File: src/rtl/fetch_unit.sv
// Instruction fetch stage: holds the PC, issues one word read at a time to the
// instruction pool and hands the returned word to decode over valid/ready.
module fetch_unit #(
    parameter int          READ_ADDR_SIZE = 28,
    parameter int          ROW_WIDTH      = 32,
    parameter logic [31:0] RESET_PC       = 32'h0
) (
    input  logic                      clk,
    input  logic                      rst,
    input  logic                      startSig,
    input  logic                      redirectEn,
    input  logic [31:0]               redirectPc,
    output logic [READ_ADDR_SIZE-1:0] memReadAddr,
    output logic                      memReadEn,
    input  logic                      memReadFin,
    input  logic [ROW_WIDTH-1:0]      memReadData,
    output logic                      instValid,
    output logic [ROW_WIDTH-1:0]      instData,
    output logic [31:0]               instPc,
    input  logic                      decReady,
    output logic                      fetchFault,
    output logic                      busy
);

    typedef enum logic [2:0] {
        IDLE  = 3'd0,
        REQ   = 3'd1,
        HOLD  = 3'd2,
        FLUSH = 3'd3,
        FAULT = 3'd4
    } state_t;

    state_t                 state_q, state_d;
    logic [31:0]            pc_q, pc_d;
    logic                   inst_valid_q, inst_valid_d;
    logic [ROW_WIDTH-1:0]   inst_data_q, inst_data_d;
    logic [31:0]            inst_pc_q, inst_pc_d;
    logic                   fault_q, fault_d;

    // State and datapath registers with synchronous reset.
    always_ff @(posedge clk) begin
        if (rst) begin
            state_q      <= IDLE;
            pc_q         <= RESET_PC;
            inst_valid_q <= 1'b0;
            inst_data_q  <= {ROW_WIDTH{1'b0}};
            inst_pc_q    <= 32'h0;
            fault_q      <= 1'b0;
        end else begin
            state_q      <= state_d;
            pc_q         <= pc_d;
            inst_valid_q <= inst_valid_d;
            inst_data_q  <= inst_data_d;
            inst_pc_q    <= inst_pc_d;
            fault_q      <= fault_d;
        end
    end

    // Next-state logic; a redirect outside IDLE pre-empts every other transition.
    always_comb begin
        state_d      = state_q;
        pc_d         = pc_q;
        inst_valid_d = inst_valid_q;
        inst_data_d  = inst_data_q;
        inst_pc_d    = inst_pc_q;
        fault_d      = fault_q;

        if (redirectEn && (state_q != IDLE)) begin
            pc_d         = redirectPc;
            inst_valid_d = 1'b0;
            if (redirectPc[1:0] == 2'b00) begin
                state_d = FLUSH;
                fault_d = 1'b0;
            end else begin
                state_d = FAULT;
                fault_d = 1'b1;
            end
        end else begin
            case (state_q)
                IDLE: begin
                    if (startSig) begin
                        pc_d    = RESET_PC;
                        state_d = REQ;
                    end else begin
                        state_d = IDLE;
                    end
                end
                REQ: begin
                    if (memReadFin) begin
                        inst_data_d  = memReadData;
                        inst_pc_d    = pc_q;
                        inst_valid_d = 1'b1;
                        pc_d         = pc_q + 32'd4;
                        state_d      = HOLD;
                    end else begin
                        state_d = REQ;
                    end
                end
                HOLD: begin
                    if (decReady) begin
                        inst_valid_d = 1'b0;
                        state_d      = REQ;
                    end else begin
                        state_d = HOLD;
                    end
                end
                // Response to the pre-redirect address may land here; it is dropped.
                FLUSH:   state_d = REQ;
                FAULT:   state_d = FAULT;
                default: begin
                    state_d      = IDLE;
                    inst_valid_d = 1'b0;
                    fault_d      = 1'b0;
                end
            endcase
        end
    end

    assign memReadEn   = (state_q == REQ);
    assign memReadAddr = pc_q[READ_ADDR_SIZE+1:2];
    assign instValid   = inst_valid_q;
    assign instData    = inst_data_q;
    assign instPc      = inst_pc_q;
    assign fetchFault  = fault_q;
    assign busy        = (state_q != IDLE);

endmodule
File: config.mk
export PLATFORM = sky130hd
export DESIGN_NAME = fetch_unit
export DESIGN_NICKNAME = d
export VERILOG_FILES = /design/src/rtl/fetch_unit.sv
export SDC_FILE = /design/constraint.sdc
export NUM_CORES = 1
export LEC_CHECK = 0
export CAP_MARGIN = 20
export CORE_MARGIN = 3
export CORE_UTILIZATION = 46
export DETAILED_ROUTE_END_ITERATION = 10
export GPL_ROUTABILITY_DRIVEN = 0
export PLACE_DENSITY = 0.85
export SYNTH_ARGS = -nofsm -noshare
export SYNTH_HDL_FRONTEND = slang
export SYNTH_SLANG_ARGS = --single-unit
File: constraint.sdc
create_clock -name clk -period 2.3 [get_ports clk]
set_clock_uncertainty 0.2 [all_clocks]
set_input_delay 0.345 -clock clk [delete_from_list [all_inputs] [get_ports clk]]
set_output_delay 0.345 -clock clk [all_outputs]
set_load 0.01 [all_outputs]
==> results.txt, run 1 <==
- Counting distinct cell types in the post-synthesis netlist gives roughly 50.
* Vertical extent of the die: between 100 and 150 µm
- I/O Pins: ~170
- In this run the static leakage power is between 2 and 2.5 nW.
- Final standard cell area without fillers: just under 7000 µm²
- Across the VDD grid, the largest voltage drop is just over 0.0004 V.
- Post-CTS setup buffers: 0
- STA puts the critical path data arrival time at around 1.6 ns.
- The worst setup path is launched from a flip-flop.
* Number of flops mapped to enable cells by yosys: 0
* Total Wirelength: between 15000 and 20000 µm
- Clock latency reported for the late side of the worst-skew pair: roughly 0.36 ns
* Combined area of all synthesized cells: 4790 µm²
* Period minus WS final: around 2.2 ns
- Power per standard cell area: approximately 640 nW/µm²
* Net total in the final layout: approximately 860
- In this run the standard cell core region covers about 10000 µm².
- Number of flip-flops and latches in the synthesized netlist: roughly 100
- Slew Limit Headroom: 0.706
* Hpwl dp: roughly 11000 µm
* Setup-failing EPs final: 0
* Share of flip-flops with an asynchronous set or reset after synthesis: 0
- After the first detailed-routing iteration, the DRC count stood at around 400.
* CTS clock-pin slew for the worst setup and hold paths: around 0.10 ns
* I/O Buffers: roughly 170
* Buffer levels on the longest clock path: 2
- In the synthesized netlist the dominant register cell turns out to be dfxtp_1.
- For this run, design rule violations remaining after detail routing come to 0.
* Fin Setup TNS: 0 ns
* Vias in the first global route: a little over 5000
- Placement Rows: 36
- Remaining Overflow, GRT: 0
- The tree built by TritonCTS fans out to between 100 and 150 sinks.
- Dividing the final minimum period by the clock period gives 0.949.
- The tool flagged a number of max-cap violations equal to 0.
- Category of the most critical setup path: reg2out
- Data on the critical path is required at its endpoint by ~1.8 ns.
* Most frequent cells in the layout: nand2_1, clkdlybuf4s50_1, dfxtp_1
- Overall global routing resource usage: 0.263
- The initial antenna violation count was 0.
- After detailed routing, the number of vias per cell comes to roughly 5.6.
- Number of warnings issued by yosys: 0
- Layout-stage area growth over the synthesis result: 42.4%
* CTS HTree Levels: 3
* Count of antenna diodes in the layout: 0
* Fraction of the yosys area taken by sequential cells: 0.422
- Setup slack closes at between 0.1 and 0.15 ns.
- Total clock buffers created by CTS: 9
- Pin count of the biggest net entering global routing: 45
- Post-place setup slack: -0.109 ns
- Max-slew violation count: 0
- Dividing the detail-routed wire length by the instance count gives approximately 17 µm.
- Most common cell after layout, fill and taps aside: nand2_1
* Horizontal extent of the die: 108 µm
- The tightest min-delay check is of the in2reg type.
- The initial utilization of the core area, before any placement, comes to 0.481.
* Root buffer cell: clkbuf_8
- Wire length of the first global-routing pass: 24800 µm
- Synthesis produced a netlist whose cell count is roughly 640.
- Synth Area per Inst: roughly 7.4 µm²
- Overall power after layout: between 4 and 5 mW
* Count of filler cells inserted in the layout: roughly 820
- Router iterations before antenna repair: 5
- Along the worst path, the maximum fanout reaches 10.
- The flow ran to the end, and the final reports show no timing, DRC or antenna violations.
- Cell area after placement: 6580 µm²
- Number of antenna-violating nets in the routed design: 0
* Critical Path End Type: output pin
- The final-report hold violation count was 0.
- Derived from the worst setup path, the maximum achievable clock frequency is about 0.46 GHz.
* CTS tree: done
- Synthesis produced a netlist with a net count of between 700 and 800.
- Fin Hold WS: ~0.22 ns
- Die outline area: 11700 µm²
- For the pin with the worst max-slew slack, the measured transition is 0.440 ns.
- Of the cells placed in the final design, the portion with a size suffix greater than 1 is 0.0907.
* Vias: between 5000 and 6000
worst max-delay path: stages (launching register included):
cell and delay [ns]:
dfxtp_2 0.39, nor2_1 0.15, and2_1 0.16, clkdlybuf4s50_1 0.58
layer usage:
| metal | share of wire | GRT usage | vias up |
|---|---|---|---|
| met4 | 0.020 | 0.0875 | 0 |
| met1 | 0.39 | 0.322 | 2453 |
| met3 | 0.089 | 0.0645 | 29 |
| met5 | 0 | 0 | - |
| met2 | 0.50 | 0.453 | 259 |
| li1 | - | - | 2491 |
state kept, by name, indices dropped and copies added (netlist names):
register,count
instValid,1
pc_q,32
instData,32
state_q,3
fetchFault,1
instPc,32
cells by family (layout without fill, tap and decap cells):
kind of cell / after synthesis / after routing / synth area share
buffers and inverters: 86 / 237 / 0.0959
adders and majority gates: 1 / 1 / 0.00261
AOI/OAI and AO/OA: 181 / 181 / 0.220
DFF: 101 / 101 / 0.422
and+or+nand+nor: 274 / 274 / 0.260
layout make-up:
cell class | count | area (µm²) | share of cell area
clock inverter | 6 | 95.1 | 0.0139
tap | 133 | 166 | 0.0244
sequential | 101 | 2030 | 0.297
multi-input combinational | 456 | 2320 | 0.341
clock buffer | 9 | 124 | 0.0182
timing repair buffer | 210 | 2040 | 0.299
inverter | 12 | 45.0 | 0.00661
where the power goes:
| part | switching [mW] | total [mW] | internal, mW |
|---|---|---|---|
| combinational | 0.606 | 1.17 | 0.568 |
| sequential | 0.106 | 1.96 | 1.85 |
| clock | 0.630 | 1.25 | 0.618 |
stage by stage:
stage,instances,utilization
final,927,0.685
after global routing,927,0.685
after CTS,927,0.684
after detailed placement,912,0.661
after global placement,912,0.661
after floorplan,643,-
cells in the mapped netlist, types with 6 or more instances:
| master | count | area, µm² |
|---|---|---|
| clkbuf_1 | 31 | 116 |
| a21oi_1 | 96 | 480 |
| nand2_1 | 168 | 631 |
| a22oi_1 | 9 | 67.6 |
| o21ai_0 | 28 | 140 |
| nand2b_1 | 8 | 50.1 |
| nand4_1 | 8 | 50.1 |
| nand3_1 | 12 | 60.1 |
| and4_1 | 8 | 70.1 |
| buf_4 | 28 | 210 |
| buf_2 | 13 | 65.1 |
| o22ai_1 | 6 | 37.5 |
| nor2_1 | 31 | 116 |
| dfxtp_1 | 101 | 2020 |
| a31oi_1 | 13 | 81.3 |
| nor3_1 | 12 | 60.1 |
| inv_1 | 12 | 45.0 |
repair_timing:
item	4_1_cts	5_1_grt
gates resized for setup	1	4
setup endpoints to repair	1	3
hold buffers	0	0
pin swaps	0	0
final timing paths:
kind / start / endpoint / slack (ns) / cells past startpoint
worst max-delay path: state_q[2]$_SDFF_PP0_ / memReadEn / 0.12 / 3
worst min-delay path: rst / instPc[5]$_SDFFE_PP0P_ / 0.22 / 2
worst max register to register: pc_q[7]$_SDFFE_PP0P_ / pc_q[17]$_SDFFE_PP0P_ / 0.13 / 5
worst min register to register: pc_q[0]$_SDFFE_PP0P_ / instPc[0]$_SDFFE_PP0P_ / 0.25 / 2
No activity file was read; power rests on OpenSTA's default activity.
==> run 2: changes to the inputs <==
- CAP_MARGIN: 20 -> 25
- PLACE_DENSITY: 0.85 -> default
- PLACE_DENSITY_LB_ADDON: default -> 0.05
- clock period: 2.3 -> 2.18 ns (I/O delays scaled with it)
==> run 2 against run 1 <==
Compared with the run above: wire length increased by 1.0%; sequential power rose by 5%; register-to-register slack hardly changed; via count up 1.2%; sequential share of layout area down 0.60 points; worst setup slack got worse by 0.0049 ns; utilization rose by 1.3 points; largest cell class unchanged; highest routed layer unchanged.
==> results.txt, run 2 (synthesized netlist as in run 1, its figures left out) <==
* Result of the run: completed
- After detailed routing, the number of vias per cell comes to 5.58.
- Period minus WS final: 2.07 ns
- Least-Margin Pin Slew: between 0.5 and 0.6 ns
* Clock latency reported for the late side of the worst-skew pair: 0.37 ns
- Dividing total power by cell area gives a power density of 655 nW/µm².
- Required time of the critical path: roughly 1.7 ns
* Pin count of the biggest net entering global routing: 47
- RSZ-0062 raised after global routing: false
- At the worst endpoint, the arrival time is around 1.5 ns.
* I/O Pins: approximately 170
* Slew Limit Headroom: 0.657
- After detailed routing, the total wire length is approximately 16000 µm.
- The path with the worst hold slack has its endpoint at pc_q[17]$_SDFFE_PP0P_.
* Total clock buffers created by CTS: 9
* I/O Buffers: around 170
* Net total in the final layout: 882
- The H-tree was split into 3 levels.
- Combined flip-flop and latch cell area: between 2000 and 2500 µm²
- TritonCTS sink count: ~100
- The initialized floorplan defines 36 standard-cell rows.
- DR WL/cell: around 17 µm
- Static timing analysis puts the maximum clock frequency at a little under 0.5 GHz.
- The number of global-route vias before repair came to approximately 5000.
- Hpwl dp: approximately 11000 µm
- The total overflow left after global routing is 0.
* Setup-failing EPs final: 0
* Cell breakdown of the critical path: buf_4 -> clkdlybuf4s50_1
* Number of antenna-violating nets in the routed design: 0
* Count of antenna diodes in the layout: 0
- After clock tree synthesis, the clock-pin slew on the worst setup and hold paths is between 0.1 and 0.15 ns.
- Horizontal extent of the die: 108 µm
- The worst setup path is launched from a flip-flop.
- Post-CTS setup buffers: 0
- The initial antenna violation count is 0.
* # placed instances: 933
* Max-slew violation count: 0
* Most frequent cells in the layout: nand2_1, clkdlybuf4s50_1, dfxtp_1
- Peak ir drop on the vdd network: ~0.00038 V
* Category of the most critical setup path: reg2out
- The die is 108 µm tall.
- CTS tree: done
* Type of the most critical hold path: in2reg
* Area of the core: between 9000 and 10000 µm²
* R2r setup slk: about 0.14 ns
* Critical Path End Type: output pin
* Leakage: roughly 2.4 nW
- The endpoint identified for the worst register-to-register timing path is pc_q[30]$_SDFFE_PP0P_.
- Number of maximum-capacitance violations: 0
* Layout-stage area growth over the synthesis result: 45.2%
- The startpoint identified for the worst register-to-register timing path is pc_q[2]$_SDFFE_PP0P_.
* Number of cells on the worst hold path: 2
- In the finished design, the share of the clock period the worst path needs comes to 0.948.
- DRC viols: 0
- The layout has just over 800 filler cells.
- Once layout is complete, the cells apart from fillers number between 900 and 1000.
* Overall global routing resource usage: 0.264
- Effective utilization at floorplan: 0.481
- Root buffer cell: clkbuf_8
* Buffer levels on the longest clock path: 2
* Hold violation total from the final report: 0
* Die outline area: roughly 12000 µm²
* Vias: between 5000 and 6000
- For this run, the slowest stage of the critical path takes roughly 0.54 ns.
- Of all nets on the critical path, the largest fanout is 6.
* Combined area of the multi-input logic cells: roughly 2300 µm²
- 1st-iter DRT viols: roughly 350
* Source of the worst hold timing path: rst
- Summed over all failing endpoints, the final setup total negative slack is 0 ns.
* Number of cells on the worst reg-to-reg path: 6
- The slowest stage of the critical path is the clkdlybuf4s50_1 cell.
- Before antenna repair, the detailed router went through 5 iterations.
- The first global-routing pass estimated between 20000 and 25000 µm of wire.
- In this run, post-CTS hold repair placed 0 buffers.
- In the final layout, the share of cells above drive strength 1 is 0.116.
- Leaving out fill and tap cells, the most frequent cell in the layout is nand2_1.
## run 2: critical path: cells and delay by family (launching register included)
family   cells  cell delay (ns)
flops        1             0.44
buf+inv      2             0.73
## run 2: metal layers
| metal | up-vias | part of all wire | GRT usage |
|---|---|---|---|
| met5 | - | 0 | 0 |
| met4 | 0 | 0.018 | 0.0757 |
| met3 | 37 | 0.092 | 0.0537 |
| met2 | 275 | 0.47 | 0.432 |
| met1 | 2452 | 0.41 | 0.354 |
| li1 | 2531 | - | - |
## run 2: timing repair
action	in CTS	in global routing
resized for setup	4	5
cloned	0	0
setup endpoints to repair	2	6
## run 2: area by class of cell
type                    count  share of cell area
multi-input cells         456               0.337
clock buffers               9              0.0178
repair buffers            231               0.314
well taps                 133              0.0239
flip-flops and latches    101               0.291
inverters                  12             0.00648
clock inverters             7             0.00990
## run 2: worst max-delay path by stage
stage | from | endpoint | slack [ns]
after CTS | pc_q[2]$_SDFFE_PP0P_ | pc_q[28]$_SDFFE_PP0P_ | 0.07
after detailed placement | redirectEn | pc_q[18]$_SDFFE_PP0P_ | -0.22
after global routing | pc_q[2]$_SDFFE_PP0P_ | pc_q[30]$_SDFFE_PP0P_ | 0.01
after floorplan | redirectEn | pc_q[31]$_SDFFE_PP0P_ | 0.15
final | pc_q[9]$_SDFFE_PP0P_ | memReadAddr[7] | 0.11
after global placement | redirectEn | pc_q[18]$_SDFFE_PP0P_ | -0.17
## run 2: metrics by stage
| step | util | hold WS (ns) | setup slack (ns) | power (mW) | instance area (µm²) |
|---|---|---|---|---|---|
| 2_1_floorplan | - | 0.232 | 0.154 | 2.74 | 4790 |
| 3_3_place_gp | 0.676 | 0.241 | -0.168 | 3.34 | 6730 |
| 3_5_place_dp | 0.676 | 0.247 | -0.220 | 3.37 | 6730 |
| 4_1_cts | 0.696 | 0.207 | 0.0732 | 4.55 | 6930 |
| 5_1_grt | 0.698 | 0.233 | 0.0105 | 4.75 | 6950 |
| 6_report | 0.698 | 0.221 | 0.112 | 4.55 | 6950 |
## run 2: where the power goes
| group | internal [mW] | total, mW | switching (mW) |
|---|---|---|---|
| registers | 1.95 | 2.05 | 0.0978 |
| logic | 0.636 | 1.31 | 0.672 |
| clock network | 0.446 | 1.20 | 0.749 |
| total | 3.03 | 4.55 | 1.52 |
